### config.mk
export PLATFORM = sky130hd
export DESIGN_NAME = sixteenbit_serial_subtractor_flat
export DESIGN_NICKNAME = d
export VERILOG_FILES = /design/src/rtl/sixteenbit_serial_subtractor_pkg.sv /design/src/rtl/sixteenbit_serial_subtractor_if.sv /design/src/rtl/sixteenbit_serial_subtractor_fourbit_borrow_ripple.sv /design/src/rtl/sixteenbit_serial_subtractor.sv /design/src/flat_wrapper.sv
export SDC_FILE = /design/constraint.sdc
export NUM_CORES = 1
export LEC_CHECK = 0
export CORE_UTILIZATION = 45
export DETAILED_ROUTE_END_ITERATION = 6
export GPL_ROUTABILITY_DRIVEN = 0
export PLACE_DENSITY = 0.72
export SYNTH_ARGS = -nofsm -noshare
export SYNTH_HDL_FRONTEND = slang
export SYNTH_SLANG_ARGS = --single-unit
### constraint.sdc
create_clock -name Clk -period 2.85 [get_ports Clk]
set_input_delay 0.57 -clock Clk [delete_from_list [all_inputs] [get_ports Clk]]
set_output_delay 0.57 -clock Clk [all_outputs]
set_load 0.02 [all_outputs]
### src/rtl/sixteenbit_serial_subtractor_pkg.sv
// Shared definitions for the digit-serial subtractor: default geometry and FSM state encoding.
package sixteenbit_serial_subtractor_pkg;

  localparam int unsigned WIDTH_DEF  = 16;
  localparam int unsigned DIGIT_DEF  = 4;
  localparam int unsigned NSLICE_DEF = WIDTH_DEF / DIGIT_DEF;

  typedef enum logic [1:0] {
    ST_IDLE = 2'd0,
    ST_RUN  = 2'd1,
    ST_DONE = 2'd2
  } state_t;

  // A single-slice configuration still needs a 1-bit counter to be legal.
  function automatic int unsigned cnt_width(input int unsigned nslice);
    return (nslice > 1) ? $clog2(nslice) : 1;
  endfunction

  localparam int unsigned CNT_W_DEF = cnt_width(NSLICE_DEF);

endpackage

### src/rtl/sixteenbit_serial_subtractor_if.sv
// Request/result bundle of the serial subtractor. Ovf exists only with SIXTEENBIT_SERIAL_SUB_OVF_EN.
interface sixteenbit_serial_subtractor_if #(
  parameter int unsigned WIDTH = 16
);
  logic             Start;
  logic [WIDTH-1:0] X;
  logic [WIDTH-1:0] Y;
  logic             Bin;
  logic             Busy;
  logic             Done;
  logic [WIDTH-1:0] Diff;
  logic             Bout;
`ifdef SIXTEENBIT_SERIAL_SUB_OVF_EN
  logic             Ovf;

  modport master (output Start, X, Y, Bin, input Busy, Done, Diff, Bout, Ovf);
  modport slave  (input Start, X, Y, Bin, output Busy, Done, Diff, Bout, Ovf);
`else
  modport master (output Start, X, Y, Bin, input Busy, Done, Diff, Bout);
  modport slave  (input Start, X, Y, Bin, output Busy, Done, Diff, Bout);
`endif
endinterface

### src/rtl/sixteenbit_serial_subtractor_fourbit_borrow_ripple.sv
// Combinational DIGIT-bit borrow-ripple subtractor slice built from full-subtractor cells.
module fourbit_borrow_ripple #(
  parameter int unsigned DIGIT = 4
) (
  input  logic [DIGIT-1:0] A,
  input  logic [DIGIT-1:0] B,
  input  logic             Bin,
  output logic [DIGIT-1:0] D,
  output logic             Bout
);

  logic borrow;

  always_comb begin
    D      = '0;
    borrow = Bin;
    for (int unsigned i = 0; i < DIGIT; i++) begin
      D[i]   = A[i] ^ B[i] ^ borrow;
      borrow = (~A[i] & B[i]) | (~(A[i] ^ B[i]) & borrow);
    end
    Bout = borrow;
  end

endmodule

### src/rtl/sixteenbit_serial_subtractor.sv
// Digit-serial X - Y - Bin: one DIGIT-bit slice per clock with a registered borrow.
// Optional Ovf output is enabled by defining SIXTEENBIT_SERIAL_SUB_OVF_EN.
module sixteenbit_serial_subtractor
  import sixteenbit_serial_subtractor_pkg::*;
#(
  parameter int unsigned WIDTH = WIDTH_DEF,
  parameter int unsigned DIGIT = DIGIT_DEF
) (
  input logic                          Clk,
  input logic                          Reset,
  sixteenbit_serial_subtractor_if.slave bus
);

  localparam int unsigned NSLICE = WIDTH / DIGIT;
  localparam int unsigned CNT_W  = cnt_width(NSLICE);

  state_t             state_q, state_d;
  logic [CNT_W-1:0]   cnt_q, cnt_d;
  logic [WIDTH-1:0]   x_q, x_d;
  logic [WIDTH-1:0]   y_q, y_d;
  logic               borrow_q, borrow_d;
  logic [WIDTH-1:0]   shadow_q, shadow_d;
  logic [WIDTH-1:0]   diff_q, diff_d;
  logic               bout_q, bout_d;
  logic [DIGIT-1:0]   slice_diff;
  logic               slice_borrow;
  logic               accept;
  logic               last_slice;
`ifdef SIXTEENBIT_SERIAL_SUB_OVF_EN
  logic               xs_q, xs_d;
  logic               ys_q, ys_d;
  logic               ovf_q, ovf_d;
`endif

  // Operands are shifted right each cycle so the slice always sees the low digit.
  fourbit_borrow_ripple #(.DIGIT(DIGIT)) u_slice (
    .A    (x_q[DIGIT-1:0]),
    .B    (y_q[DIGIT-1:0]),
    .Bin  (borrow_q),
    .D    (slice_diff),
    .Bout (slice_borrow)
  );

  assign accept     = ((state_q == ST_IDLE) || (state_q == ST_DONE)) && bus.Start;
  assign last_slice = (state_q == ST_RUN) && (cnt_q == CNT_W'(NSLICE - 1));

  always_ff @(posedge Clk) begin
    if (Reset) begin
      state_q  <= ST_IDLE;
      cnt_q    <= '0;
      x_q      <= '0;
      y_q      <= '0;
      borrow_q <= 1'b0;
      shadow_q <= '0;
      diff_q   <= '0;
      bout_q   <= 1'b0;
`ifdef SIXTEENBIT_SERIAL_SUB_OVF_EN
      xs_q     <= 1'b0;
      ys_q     <= 1'b0;
      ovf_q    <= 1'b0;
`endif
    end else begin
      state_q  <= state_d;
      cnt_q    <= cnt_d;
      x_q      <= x_d;
      y_q      <= y_d;
      borrow_q <= borrow_d;
      shadow_q <= shadow_d;
      diff_q   <= diff_d;
      bout_q   <= bout_d;
`ifdef SIXTEENBIT_SERIAL_SUB_OVF_EN
      xs_q     <= xs_d;
      ys_q     <= ys_d;
      ovf_q    <= ovf_d;
`endif
    end
  end

  always_comb begin
    state_d = state_q;
    unique case (state_q)
      ST_IDLE: if (bus.Start) state_d = ST_RUN;
      ST_RUN:  if (last_slice) state_d = ST_DONE;
      ST_DONE: state_d = bus.Start ? ST_RUN : ST_IDLE;
      default: state_d = ST_IDLE;
    endcase
  end

  always_comb begin
    cnt_d    = cnt_q;
    x_d      = x_q;
    y_d      = y_q;
    borrow_d = borrow_q;
    shadow_d = shadow_q;
    diff_d   = diff_q;
    bout_d   = bout_q;
`ifdef SIXTEENBIT_SERIAL_SUB_OVF_EN
    xs_d     = xs_q;
    ys_d     = ys_q;
    ovf_d    = ovf_q;
`endif
    if (accept) begin
      cnt_d    = '0;
      x_d      = bus.X;
      y_d      = bus.Y;
      borrow_d = bus.Bin;
`ifdef SIXTEENBIT_SERIAL_SUB_OVF_EN
      xs_d     = bus.X[WIDTH-1];
      ys_d     = bus.Y[WIDTH-1];
`endif
    end else if (state_q == ST_RUN) begin
      cnt_d    = CNT_W'(cnt_q + 1'b1);
      x_d      = x_q >> DIGIT;
      y_d      = y_q >> DIGIT;
      borrow_d = slice_borrow;
      // New digit enters at the top; after NSLICE shifts slice 0 sits at the bottom.
      shadow_d = (shadow_q >> DIGIT) | (WIDTH'(slice_diff) << (WIDTH - DIGIT));
      if (last_slice) begin
        diff_d = shadow_d;
        bout_d = slice_borrow;
`ifdef SIXTEENBIT_SERIAL_SUB_OVF_EN
        ovf_d  = (xs_q ^ ys_q) & (slice_diff[DIGIT-1] ^ xs_q);
`endif
      end
    end
  end

  always_comb begin
    bus.Busy = (state_q == ST_RUN);
    bus.Done = (state_q == ST_DONE);
    bus.Diff = diff_q;
    bus.Bout = bout_q;
`ifdef SIXTEENBIT_SERIAL_SUB_OVF_EN
    bus.Ovf  = ovf_q;
`endif
  end

endmodule

### src/flat_wrapper.sv
// flat-port wrapper written by rule: the top's interface ports become plain ports
module sixteenbit_serial_subtractor_flat import sixteenbit_serial_subtractor_pkg::*;
#(
  parameter int unsigned WIDTH = WIDTH_DEF,
  parameter int unsigned DIGIT = DIGIT_DEF
)
  (Clk, Reset, bus_Start, bus_X, bus_Y, bus_Bin, bus_Busy, bus_Done, bus_Diff, bus_Bout);
  sixteenbit_serial_subtractor_if #(.WIDTH(WIDTH)) bus_i ();
  input logic Clk;
  input logic Reset;
  input wire logic [$bits(bus_i.Start)-1:0] bus_Start;
  input wire logic [$bits(bus_i.X)-1:0] bus_X;
  input wire logic [$bits(bus_i.Y)-1:0] bus_Y;
  input wire logic [$bits(bus_i.Bin)-1:0] bus_Bin;
  output wire logic [$bits(bus_i.Busy)-1:0] bus_Busy;
  output wire logic [$bits(bus_i.Done)-1:0] bus_Done;
  output wire logic [$bits(bus_i.Diff)-1:0] bus_Diff;
  output wire logic [$bits(bus_i.Bout)-1:0] bus_Bout;
  assign bus_i.Start = bus_Start;
  assign bus_i.X = bus_X;
  assign bus_i.Y = bus_Y;
  assign bus_i.Bin = bus_Bin;
  assign bus_Busy = bus_i.Busy;
  assign bus_Done = bus_i.Done;
  assign bus_Diff = bus_i.Diff;
  assign bus_Bout = bus_i.Bout;
  sixteenbit_serial_subtractor #(.WIDTH(WIDTH), .DIGIT(DIGIT)) u_core (.Clk(Clk), .Reset(Reset), .bus(bus_i));
endmodule
After elaboration in Yosys (flattened, before gate mapping):

Cells that the tools add are included.
W data, S select, Z words.

* bitwise operators: 30
* reduce and logical (&&, ||, !) cells: 9
* equality and inequality tests: 5
* add/subtract/negate cells: 1
* muxes and demuxes: 10

Operator list (count)
* $mux W16: 4
* $or A12 B16 Y16: 1
* $not A1 Y1: 9
* $and A1 B1 Y1: 8
* $xor A1 B1 Y1: 8
* $pmux W2 S3: 1
* $eq A2 B2 Y1 const B: 2
* $mux W2: 2
* $or A1 B1 Y1: 4
* $reduce_and A2 Y1: 2
* $mux W1: 3
* $reduce_and A3 Y1: 1
* $add A2 B1 Y2 const B: 1
* $eq A2 B1 Y1 const B: 1
* $logic_and A1 B1 Y1: 2
* $logic_not A2 Y1: 1
* $ne A2 B1 Y1 const B: 1
* $ne A2 B2 Y1 const B: 1
* $reduce_bool A2 Y1: 1
* $reduce_or A2 Y1: 1
* $logic_or A1 B1 Y1: 1

* word-level logic and storage cells: 63
* register bits after elaboration: 70

Longest topological paths before layout:

Gate-level depths: netlist (run 1).

* word-level depth: 12
* mapped depth: 9

Hierarchy:

Synthesis (run 1) repeated with hierarchy kept, for this count alone.

* cells, all modules: 317
* area, all modules: 2727.6 µm²

Modules (own cells, without submodules)
* sixteenbit_serial_subtractor: instances 1, cells an instance 303, sequential area each 1321.3 µm², area each 2610.0 µm²
* fourbit_borrow_ripple: instances 1, cells an instance 14, sequential area each 0.0 µm², area each 117.6 µm²

Worst setup path before layout (run 1):

Ideal clock, no wire load.

* path kind: reg-to-reg
* from: reg u_core.y_q[0]
* to: reg u_core.shadow_q[15]
* stages on the path, launching flop included: 10
* arrival: 1.861 ns
* clock period less this slack: 1.993 ns
* data required time: 2.718 ns
* setup slack: 0.857 ns
* setup time: 0.132 ns
* path through: dfxtp_1 -> inv_1 -> fa_1 -> inv_1 -> fa_1 -> fa_1 -> inv_1 -> fa_1 -> nand2_1 -> a21oi_1

* word-level cells in the longest chain between the ends: 10
* elaborated cells on any way between the ends: 11
* classes of those cells: 11 x bitwise

RTL lines
* from (decl): line sixteenbit_serial_subtractor.sv:20 `logic [WIDTH-1:0] y_q, y_d;`
* from (signal assigned): line sixteenbit_serial_subtractor.sv:66 `y_q <= y_d;`
* $xor A1 B1 Y1: line sixteenbit_serial_subtractor_fourbit_borrow_ripple.sv:19 `borrow = (~A[i] & B[i]) | (~(A[i] ^ B[i]) & borrow);`
* $not A1 Y1: line sixteenbit_serial_subtractor_fourbit_borrow_ripple.sv:19
* $and A1 B1 Y1: line sixteenbit_serial_subtractor_fourbit_borrow_ripple.sv:19
* $or A1 B1 Y1 (*): line sixteenbit_serial_subtractor_fourbit_borrow_ripple.sv:19
* $and A1 B1 Y1 (*): line sixteenbit_serial_subtractor_fourbit_borrow_ripple.sv:19
* $or A1 B1 Y1 (*): line sixteenbit_serial_subtractor_fourbit_borrow_ripple.sv:19
* $and A1 B1 Y1 (*): line sixteenbit_serial_subtractor_fourbit_borrow_ripple.sv:19
* $or A1 B1 Y1 (*): line sixteenbit_serial_subtractor_fourbit_borrow_ripple.sv:19
* $xor A1 B1 Y1 (*): line sixteenbit_serial_subtractor_fourbit_borrow_ripple.sv:18 `D[i] = A[i] ^ B[i] ^ borrow;`
* net u_core.slice_diff[3]: line sixteenbit_serial_subtractor.sv:25 `logic [DIGIT-1:0] slice_diff;`
* $or A12 B16 Y16 (*): line sixteenbit_serial_subtractor.sv:117 `shadow_d = (shadow_q >> DIGIT) | (WIDTH'(slice_diff) << (WIDTH - DIGIT));`
* to (signal assigned): line sixteenbit_serial_subtractor.sv:68 `shadow_q <= shadow_d;`
* to (decl): line sixteenbit_serial_subtractor.sv:22 `logic [WIDTH-1:0] shadow_q, shadow_d;`

Mark *: on every way through the listed nets, which the timed path passes. The rest lies on a longest branch.
A chain may end at the register's enable or synchronous reset.

Final worst setup path (run 1):

* from: reg u_core.state_q[0]
* to: out bus_Busy

* word-level cells in the longest chain between the ends: 1

RTL lines
* from (decl): line sixteenbit_serial_subtractor.sv:17 `state_t state_q, state_d;`
* from (signal assigned): line sixteenbit_serial_subtractor.sv:63 `state_q <= state_d;`
* $eq A2 B1 Y1: line sixteenbit_serial_subtractor.sv:129 `bus.Busy = (state_q == ST_RUN);`
* to (decl): line flat_wrapper.sv:15 `output wire logic [$bits(bus_i.Busy)-1:0] bus_Busy;`

No other way between the ends.

==> metrics.md, run 1 <==
| Metric | Value |
|---|---|
| Core Footprint | around 0.0056 mm² |
| Cell row count | 27 |
| Switch share | between 20% and 30% |
| Post-synth top area share | a little over 50% |
| Hold Slack | roughly 0.45 ns |
| Post_cts resized | 0 |
| Layout overhead on the synthesized area | 28.7% |
| Finished Core Util | approximately three fifths |
| Setup CP Type | flip-flop to primary output |
| Fmax achieved | between 0.4 and 0.5 GHz |
| Layout cells sized above 1 | ~8.6% |
| Setup TNS | 0 ns |
| Comb power frac | approximately 11% |
| Cts hold-fix bufs | 0 |
| Final hold violations | 0 |
| Syn_nets | approximately 340 |
| Pwr per Cell Area | 639 mW/mm² |
| Hold Crit Class | flip-flop to flip-flop |
| Relative slew slack | around 54% |
| First-pass detailed-route iteration total | 4 |
| Ys async rst share | 0% |
| Antenna Violating Nets Remaining | 0 |
| Placed instance count | slightly above 400 |
| Clk Latency, worst-skew pair | about 0.34 ns |
| Worst Path Arrival | between 1.5 and 2 ns |
| Die height | just under 80 µm |
| RSZ-0062 raised after global routing | no |
| Clk pwr share | between 40% and 50% |
| Vias post-DR | between 2000 and 2500 |
| Fin crit share | between 80% and 90% |
| Status | completed |
| Initial antenna violation count | 0 |
| DPL Wire Length | 3550 µm |
| Grt total ovfl | 0 |
| # Max-Cap Violations | 0 |
| Sequential area share after synthesis | a little over 50% |
| Clk sinks | 66 |
| Root Driver | clkbuf_8 |
| Starting Density | 47.1% |
| Fin nets | 386 |
| Synth warn | 0 |
| CTS Buffer Depth | 2 |
| Top cell type by total area after synthesis | dfxtp_1 |
| Slew @ Worst Pin | between 0.6 and 0.7 ns |
| Top cells by area, synth | dfxtp_1 50%, a21oi_1 11%, nand2_1 8.0% |
| Register share of total power | 45.9% |
| CTS tree | built |
| Synth cell count leaders | 66 x dfxtp_1, 57 x a21oi_1, 56 x nand2_1, 33 x nand3_1, 24 x a22oi_1 |
| Switching pwr | approximately 500 µW |
| Non-filler cells, final | between 400 and 500 |
| Routed WL | 5450 µm |
| I/O pin total | 55 |
| Synthesized area | ~0.0026 mm² |
| Top FF cell, synth | dfxtp_1 |
| Die width | about 80 µm |
| Global-route wire length before repair | between 9000 and 10000 µm |
| Max Clock Skew | between 0.005 and 0.006 ns |
| Global-route usage over all layers | 19.5% |
| Largest stage delay, worst path | 0.68 ns |
| Crit path launch type | flip-flop |
| Cell with the most instances after synthesis | dfxtp_1 |
| DRC | 0 |
| Largest net degree at the start of global routing | 46 |
| WP data required | approximately 2.3 ns |
| Crit-path slowest cell | clkdlybuf4s50_1 |
| Yosys cell types | 28 |
| Final setup viols | 0 |
| Int Pwr | around 1700 µW |
| Antenna diodes | 0 |
| Port Buffers | 54 |
| Peak VDD IR | roughly 0.00048 V |
| Cts bufs inserted | 9 |
| Critical path fanouts, max | approximately 40 |
| Mean number of vias per cell | ~5.3 |
| Slew Limit Fails | 0 |
| H-tree levels | 3 |
| Seq cells post-synth | 66 |
| Clock Pin Slew Worst Setup and Hold Paths | roughly 0.07 ns |
| DIE AREA | 0.00615 mm² |
| Post-synthesis average cell area | 8.75 µm² |
| Fillers | roughly 530 |
| Fin crit period | about 2.4 ns |
| Number of synthesized flops with an enable pin | 0 |
| Vias in the first global route | about 2000 |
| Post-CTS Setup Repair Bufs | 0 |
| Leak | ~0.0012 µW |
| Crit. End Element | primary output |
| Worst-path cell chain | nand2b_2 > inv_6 > clkdlybuf4s50_1 |
| Drt initial violations | about 120 |
| Post-Syn Instances | 300 |
| Routed length per placed instance | between 10 and 15 µm |
[final timing paths]
kind | start | endpoint | slack [ns] | cells after the start
setup / recovery | u_core.state_q[0] | bus_Busy | 0.43 | 3
setup reg to reg | u_core.y_q[0] | u_core.bus.Diff[15] | 0.78 | 9
hold reg to reg | u_core.bus.Diff[10] | u_core.bus.Diff[10] | 0.45 | 2
hold / removal | u_core.bus.Diff[10] | u_core.bus.Diff[10] | 0.45 | 2
[routing by layer]
metal	vias to the layer above	track usage [%]	routed length, µm
li1	1124	-	-
met1	1039	23.8	2490
met2	57	32.3	2610
met3	6	5.35	289
met4	0	8.33	64
met5	-	0	0
[sequential cells by signal, summed over array words and instances (netlist names)]
register,cells
u_core.bus.Diff,16
u_core.x_q,16
u_core.y_q,16
u_core.shadow_q,12
u_core.cnt_q,2
u_core.state_q,2
u_core.borrow_q,1
u_core.bus.Bout,1
[area by class of cell]
type,instances,area [µm²],area share (%)
tap,72,90.1,2.67
clock inverter,7,118,3.48
clock buffer,9,124,3.67
inverter,8,35.0,1.04
multi-input combinational,199,1100,32.7
timing repair buffer,61,588,17.4
sequential,66,1320,39.1
[critical path, delay by kind of cell (launching register included)]
kind	cells	cell delay (ns)
buf+inv	2	0.94
flops	1	0.44
simple gates	1	0.13
[cells in the final DEF (no fill, tap or decap)]
master / Yosys / layout
a211oi_2: 2 / 2
bufinv_16: 0 / 3
clkinv_2: 0 / 2
xnor2_1: 1 / 1
nor2b_2: 0 / 1
buf_4: 6 / 7
a21oi_1: 57 / 57
nand3_1: 33 / 33
nor2b_1: 2 / 1
clkbuf_8: 0 / 9
nor2_1: 7 / 7
a211oi_1: 3 / 3
o21a_1: 1 / 1
buf_2: 11 / 1
fa_1: 4 / 4
mux2i_1: 1 / 1
inv_1: 7 / 7
nor3_1: 1 / 1
nand2b_1: 2 / 1
a2bb2oi_1: 1 / 1
dfxtp_1: 66 / 66
ha_1: 1 / 1
nand2_1: 56 / 56
inv_6: 1 / 1
and3b_1: 1 / 1
nand2b_2: 0 / 1
clkinv_4: 0 / 2
clkdlybuf4s50_1: 0 / 53
a22oi_1: 24 / 24
nor3_2: 1 / 1
nand3b_1: 1 / 1
[cell families after synthesis]
logic type	count (synthesis)	synth area share [%]
fa+ha+maj	5	3.53
buf+inv	35	7.86
simple gates	104	17.4
compound gates	88	20.2
xor+xnor	1	0.334
flops	66	50.3
mux	1	0.381
[power by group through the flow]
stage	Sequential [µW]	Clock [µW]	Combinational, µW
after floorplan	1000	0	171
after global placement	1010	0	240
after detailed placement	1010	0	241
after global routing	996	987	270
final	991	928	241
after CTS	991	947	242
[per-stage QoR]
| stage | power (µW) | setup slack (ns) | instance area (µm²) |
|---|---|---|---|
| floorplan | 1180 | 0.857 | 2630 |
| global placement | 1250 | 0.806 | 3140 |
| detailed placement | 1250 | 0.784 | 3140 |
| CTS | 2180 | 0.416 | 3380 |
| global route | 2250 | 0.311 | 3380 |
| finish | 2160 | 0.426 | 3380 |
Power figures use the tool's default switching activity.
==> inputs of run 2 (changes only) <==
--- a/config.mk
+++ b/config.mk
@@ -5,10 +5,12 @@
 export SDC_FILE = /design/constraint.sdc
 export NUM_CORES = 1
 export LEC_CHECK = 0
+export ABC_AREA = 1
 export CORE_UTILIZATION = 45
+export CTS_CLUSTER_DIAMETER = 60
 export DETAILED_ROUTE_END_ITERATION = 6
 export GPL_ROUTABILITY_DRIVEN = 0
-export PLACE_DENSITY = 0.72
+export PLACE_DENSITY = 0.71
 export SYNTH_ARGS = -nofsm -noshare
 export SYNTH_HDL_FRONTEND = slang
 export SYNTH_SLANG_ARGS = --single-unit
==> run 2 against run 1 <==
Net effect:
- clock skew rose by 0.0054 ns
- critical path depth did not move
- sequential share of layout area fell by 3.2 points
- synthesized area rose by 10%
- clock power rose by 4.6%
- worst hold slack improved by 0.012 ns
- count of clock-buffer cells in the layout rose by 1
- fmax rose by 6.0%
- highest routed layer unchanged
==> metrics.md, run 2 <==
| Metric | Value |
|---|---|
| Die width | 82.2 µm (+4.9%) |
| Clk pwr share | 43.1% (about the same) |
| Comb power frac | 12.4% (+1.2 points) |
| Fin nets | 471 (+22%) |
| Mean number of vias per cell | 5.06 (-4.0%) |
| Setup CP Type | flip-flop to primary output |
| Fmax achieved | 0.437 GHz (+6.0%) |
| Synth warn | 0 (unchanged) |
| Antenna diodes | 0 (unchanged) |
| Clk sinks | 66 (unchanged) |
| Die height | 82.2 µm (+4.9%) |
| Crit-path slowest cell | clkdlybuf4s50_1 |
| Multiplexer share of the synthesized area | 0% (-0.38 points) |
| Max Clock Skew | 0.0108 ns (+0.00535 ns) |
| Int Pwr | 1700 µW (+2.7%) |
| Top cells by area, synth | dfxtp_1 46%, nand3_1 15%, a21oi_1 6.4% |
| Post-synthesis average cell area | 7.51 µm² (-14%) |
| Pwr per Cell Area | 612 mW/mm² (-4.2%) |
| Area of the multi-input gates | 0.00127 mm² (+15%) |
| Pre-CTS setup slack | 0.698 ns (-0.0858 ns) |
| Vias in the first global route | 2348 (+15%) |
| I/O pin total | 55 (unchanged) |
| Final hold violations | 0 (unchanged) |
| Synth cell count leaders | 85 x nand3_1, 66 x dfxtp_1, 49 x nor2_1, 43 x nand2_1, 38 x inv_1 |
| Post-CTS Setup Repair Bufs | 0 (unchanged) |
| Clock Pin Slew Worst Setup and Hold Paths | 0.07 ns (about the same) |
| Most common cell after layout, fill and taps aside | nand3_1 |
| Area share of xor/xnor cells in the synthesized design | 0.302% (-0.031 points) |
| Fin crit share | 80.2% (-4.8 points) |
| Seq cells post-synth | 66 (unchanged) |
| Cell with the most instances after synthesis | nand3_1 |
| Global-route usage over all layers | 21.1% (+1.5 points) |
| Cts bufs inserted | 9 (unchanged) |
| Layout overhead on the synthesized area | 26.9% |
| Post-synth top area share | 45.6% (-4.7 points) |
| Hold Crit Class | flip-flop to flip-flop |
| Fillers | 572 (+7.3%) |
| Number of synthesized flops with an enable pin | 0 (unchanged) |
| Syn_nets | 427 (+25%) |
| Most frequent cells in the layout | 85 x nand3_1, 66 x dfxtp_1, 54 x clkdlybuf4s50_1 |
| Crit. End Element | primary output |
| Relative slew slack | 65.1% (+11 points) |
| Leak | 0.00161 µW (+37%) |
| # Max-Cap Violations | 0 (unchanged) |
| Core Footprint | 0.00606 mm² (+8.7%) |
| Slew @ Worst Pin | 0.522 ns (-0.168 ns) |
| Switching pwr | 550 µW (+9.4%) |
| CTS Buffer Depth | 2 (unchanged) |
| Synthesized area | 0.00290 mm² (+10%) |
| Top cell type by total area after synthesis | dfxtp_1 |
| Ys async rst share | 0% (unchanged) |
| Post-Syn Instances | 386 (+29%) |
| CTS tree | built |
| Register area | 0.00132 mm² (unchanged) |
| Largest stage delay, worst path | 0.61 ns (-0.07 ns) |
| Critical path fanouts, max | 27 (-34%) |
| Switch share | 24.4% (+1.1 points) |
| Cell row count | 28 (+3.7%) |
| Largest net degree at the start of global routing | 48 (+4.3%) |
| H-tree levels | 3 (unchanged) |
| Placed instance count | 494 (+22%) |
| Final setup viols | 0 (unchanged) |
| Worst-path cell chain | inv_2 > nor2_1 > clkdlybuf4s50_1 |
| Cts hold-fix bufs | 0 (unchanged) |
| Global-route wire length before repair | 10600 µm (+13%) |
| Worst Path Arrival | 1.72 ns (-0.13 ns) |
| Setup ws final | 0.563 ns (+0.138 ns) |
| Non-filler cells, final | 510 (+21%) |
| Status | completed |
| Fin crit period | 2.29 ns (-0.138 ns) |
| Post_cts resized | 0 (unchanged) |
| Routed WL | 6340 µm (+16%) |
| Drt initial violations | 110 (-11%) |
| Yosys cell types | 23 (-18%) |
| First-pass detailed-route iteration total | 5 (+1) |
| Initial antenna violation count | 0 (unchanged) |
| WP data required | 2.28 ns (about the same) |
| Setup TNS | 0 ns (unchanged) |
| Starting Density | 47.8% (+0.70 points) |
| Vias post-DR | 2582 (+16%) |
| Crit path launch type | flip-flop |
| Root Driver | clkbuf_8 |
| DIE AREA | 0.00676 mm² (+10%) |
| Layout cells sized above 1 | 6.67% (-1.9 points) |
| Largest family of logic cells by synthesized area | simple AND/OR/NAND/NOR gates |
| Clk Latency, worst-skew pair | 0.35 ns (about the same) |
| RSZ-0062 raised after global routing | no |
| DPL Wire Length | 4140 µm (+17%) |
| Peak VDD IR | 0.000323 V (-33%) |
| Port Buffers | 54 (unchanged) |
| Register share of total power | 44.5% (-1.4 points) |
| Synth Area in Compound Gates | 12.2% (-8.0 points) |
| Routed length per placed instance | 12.4 µm (-3.7%) |
| Grt total ovfl | 0 (unchanged) |
| Top FF cell, synth | dfxtp_1 |
| Synth Area in Simple Gates | 28.3% (+11 points) |
| Adder-cell area share of the yosys netlist | 3.20% (-0.33 points) |
| Sequential area share after synthesis | 45.6% (-4.7 points) |
| Antenna Violating Nets Remaining | 0 (unchanged) |
| DRC | 0 (unchanged) |
| Slew Limit Fails | 0 (unchanged) |
run 2: metrics by stage:
stage          utilization [%]  area [µm²]  total power (µW)  hold WS [ns]
3_5_place_dp              56.5        3430              1300         0.458
5_1_grt                   60.7        3680              2360         0.485
2_1_floorplan                -        2900              1210         0.436
6_report                  60.7        3680              2250         0.464
4_1_cts                   60.7        3680              2270         0.466
3_3_place_gp              56.5        3430              1300         0.454
run 2: cell families after synthesis:
kind of cell    count (synthesis)
simple gates                  183
buf+inv                        67
flops                          66
compound gates                 64
fa+ha+maj                       5
xor+xnor                        1
run 2: worst max-delay path, delay by kind of cell (launching register included):
kind,cells,cell delay (ns)
AND/OR/NAND/NOR,1,0.14
flip-flops,1,0.39
buffers and inverters,2,0.83
run 2: per-layer routing:
| layer | wire [µm] | vias to the layer above | GRT usage, % |
|---|---|---|---|
| met4 | 81 | 0 | 7.89 |
| met5 | 0 | - | 0 |
| met3 | 304 | 9 | 6.37 |
| met1 | 2940 | 1160 | 25.8 |
| li1 | - | 1345 | - |
| met2 | 3020 | 68 | 34.7 |
run 2: cell type report:
cell class                      instances  share of cell area (%)
Clock buffer                           10                    3.74
Sequential cell                        66                    35.9
Clock inverter                          6                    3.10
Tap cell                               75                    2.55
Multi-Input combinational cell        253                    34.6
Inverter                               40                    4.15
Timing Repair Buffer                   60                    15.9
run 2: worst paths after layout:
path	startpoint	to	slack, ns	cells after the start
setup / recovery	u_core.state_q[1]	bus_Done	0.56	3
hold / removal	u_core.shadow_q[8]	u_core.shadow_q[8]	0.46	2
setup reg to reg	u_core.y_q[0]	u_core.shadow_q[15]	0.69	9
hold reg to reg	u_core.shadow_q[8]	u_core.shadow_q[8]	0.46	2
run 2: power by group through the flow:
| stage | Sequential, µW | Clock (µW) | Combinational [µW] |
|---|---|---|---|
| global placement | 1020 | 0 | 277 |
| CTS | 1000 | 989 | 282 |
| detailed placement | 1020 | 0 | 279 |
| floorplan | 1010 | 0 | 194 |
| finish | 1000 | 971 | 279 |
| global route | 1010 | 1030 | 319 |
==> inputs of run 3 (changes only) <==
==> constraint.sdc (replaced) <==
create_clock -name Clk -period 2.2 [get_ports Clk]
set_input_delay 0.44 -clock Clk [delete_from_list [all_inputs] [get_ports Clk]]
set_output_delay 0.44 -clock Clk [all_outputs]
set_load 0.02 [all_outputs]
==> run 3 against run 2 <==
Net effect:
- count of clock-buffer cells in the layout grew 1
- first-iteration DRC count grew 8.2%
- die area is the same
- final cell count grew 1.4%
- via count grew 1.5%
- flip-flop and latch count is the same
- register-to-register slack lost 0.56 ns
- critical path depth grew 6
- sequential share of layout area grew 0.095 points
- wire length grew 3.3%
- worst setup slack lost 0.44 ns
- clock skew shrank 0.0041 ns
- critical path type is now flip-flop to flip-flop
- largest power group unchanged
==> metrics.md, run 3 (synthesis results as in run 2) <==
| Metric | Value |
|---|---|
| Cts hold-fix bufs | 0 (unchanged) |
| DRC | 0 (unchanged) |
| Fillers | 572 (unchanged) |
| Critical path fanouts, max | 2 (-93%) |
| Starting Density | 47.8% (unchanged) |
| Setup CP Type | flip-flop to flip-flop |
| Register-to-Register Setup Slack | 0.13 ns (-0.56 ns) |
| Area of the multi-input gates | 0.00128 mm² (+0.59%) |
| Reg2reg start | u_core.borrow_q |
| Vias post-DR | 2620 (+1.5%) |
| Root Driver | clkbuf_8 |
| Post-CTS Setup Repair Bufs | 0 (unchanged) |
| Switch share | 27.2% (+2.8 points) |
| Crit. End Element | flip-flop |
| Leak | 0.00161 µW (about the same) |
| First-pass detailed-route iteration total | 4 (-1) |
| Vias in the first global route | 2419 (+3.0%) |
| Pwr per Cell Area | 700 mW/mm² (+14%) |
| Hold Crit Endpoint | u_core.shadow_q[8] |
| Fmax achieved | 0.482 GHz |
| WP data required | 2.42 ns (+0.14 ns) |
| Hold Crit Depth | 2 (unchanged) |
| Crit path launch type | flip-flop |
| Largest net degree at the start of global routing | 42 (-13%) |
| Port Buffers | 54 (unchanged) |
| Relative slew slack | 74.8% (+9.7 points) |
| Mean number of vias per cell | 5.07 (about the same) |
| Register share of total power | 50.6% (+6.1 points) |
| Capturing point of the worst reg2reg path | u_core.shadow_q[15] |
| Core Footprint | 0.00606 mm² (unchanged) |
| Slew Limit Fails | 0 (unchanged) |
| Register area | 0.00132 mm² (about the same) |
| Max Clock Skew | 0.00666 ns (-0.00410 ns) |
| Final hold violations | 0 (unchanged) |
| Die height | 82.2 µm (unchanged) |
| Global-route usage over all layers | 21.7% (+0.65 points) |
| Antenna Violating Nets Remaining | 0 (unchanged) |
| Cell row count | 28 (unchanged) |
| R2r worst-path depth | 9 (unchanged) |
| Status | completed |
| Setup TNS | 0 ns (unchanged) |
| Slew @ Worst Pin | 0.376 ns (-0.146 ns) |
| Routed WL | 6550 µm (+3.3%) |
| Clk Latency, worst-skew pair | 0.33 ns (-0.02 ns) |
| Comb power frac | 14.9% (+2.5 points) |
| Worst setup path startpoint | u_core.borrow_q |
| Clk pwr share | 34.5% (-8.6 points) |
| DIE AREA | 0.00676 mm² (unchanged) |
| Routed length per placed instance | 12.7 µm (+1.9%) |
| Fin crit period | slightly above 2 ns |
| CTS tree | built |
| Clock Pin Slew Worst Setup and Hold Paths | 0.07 ns (about the same) |
| Fin crit share | a little over nine tenths |
| Switching pwr | 699 µW (+27%) |
| Tot Pwr | 2570 µW (+14%) |
| DPL Wire Length | 4360 µm (+5.4%) |
| Hold Crit Class | flip-flop to flip-flop |
| Layout cells sized above 1 | 9.05% (+2.4 points) |
| Post_cts resized | 0 (unchanged) |
| Die width | 82.2 µm (unchanged) |
| Drt initial violations | 119 (+8.2%) |
| Final setup viols | 0 (unchanged) |
| Clk sinks | 66 (unchanged) |
| Worst Path Arrival | 2.29 ns (+0.57 ns) |
| Most frequent cells in the layout | 85 x nand3_1, 65 x dfxtp_1, 54 x clkdlybuf4s50_1 |
| CTS Buffer Depth | 2 (unchanged) |
| Fin nets | 478 (+1.5%) |
| Grt total ovfl | 0 (unchanged) |
| Hold Slack | 0.464 ns (-0.000534 ns) |
| Hold path startpoint | u_core.shadow_q[8] |
| Most common cell after layout, fill and taps aside | nand3_1 |
| # Max-Cap Violations | 0 (unchanged) |
| Initial antenna violation count | 0 (unchanged) |
| Peak VDD IR | 0.000366 V (+13%) |
| H-tree levels | 3 (unchanged) |
| Antenna diodes | 0 (unchanged) |
| RSZ-0062 raised after global routing | no |
| Cts bufs inserted | 9 (unchanged) |
| Layout overhead on the synthesized area | 26.7% |
| Finished Core Util | 60.6% (-0.10 points) |
| I/O pin total | 55 (unchanged) |
| Global-route wire length before repair | 11000 µm (+4.4%) |
| Int Pwr | 1870 µW (+9.9%) |
==> run 3: changes by cell type in the layout (fill, tap and decap cells not counted), moves of 3 or more <==
cell       delta
fa_1          -3
buf_4         +6
bufinv_16     -3
fa_2          +3
clkinv_2      +3
==> run 3: area by class of cell <==
type | instances | area share (%)
sequential | 66 | 36.0
multi-input combinational | 253 | 34.9
tap | 75 | 2.56
inverter | 40 | 4.16
clock inverter | 5 | 0.818
timing repair buffer | 67 | 17.7
clock buffer | 11 | 3.85
==> run 3: power groups by stage <==
stage / clock [µW] / sequential, µW / combinational [µW]
finish: 886 / 1300 / 384
global route: 973 / 1310 / 434
CTS: 901 / 1300 / 380
detailed placement: 0 / 1330 / 379
global placement: 0 / 1320 / 374
floorplan: 0 / 1310 / 252
==> run 3: worst max path at each step <==
stage                     slack, ns                   to  depth (start not counted)
after detailed placement       0.06  u_core.shadow_q[15]                          9
after global placement         0.08  u_core.shadow_q[15]                          9
after floorplan                0.14  u_core.shadow_q[15]                          9
after CTS                      0.01  u_core.shadow_q[15]                          9
after global routing           0.02  u_core.shadow_q[15]                          9
final                          0.13  u_core.shadow_q[15]                          9
==> run 3: per-stage QoR <==
stage | area (µm²) | instances | setup WS, ns
finish | 3670 | 517 | 0.125
global route | 3670 | 517 | 0.0244
CTS | 3660 | 517 | 0.00952
detailed placement | 3490 | 501 | 0.0555
global placement | 3490 | 501 | 0.0790
floorplan | 2900 | 386 | 0.135
==> run 3: metal layers <==
layer	global-route usage (%)	up-vias	wire, µm
li1	-	1360	-
met1	27.5	1166	2930
met2	36.7	89	3160
met3	5.05	5	396
met4	6.32	0	62
met5	0	-	0
==> run 3: worst max-delay path, stage by stage (launching register included) <==
cell and delay [ns]:
dfxtp_1 0.31, inv_2 0.06, fa_2 0.19, inv_1 0.05
fa_2 0.33, fa_2 0.33, inv_1 0.08, fa_1 0.43
o21ai_1 0.15, nor2_1 0.05
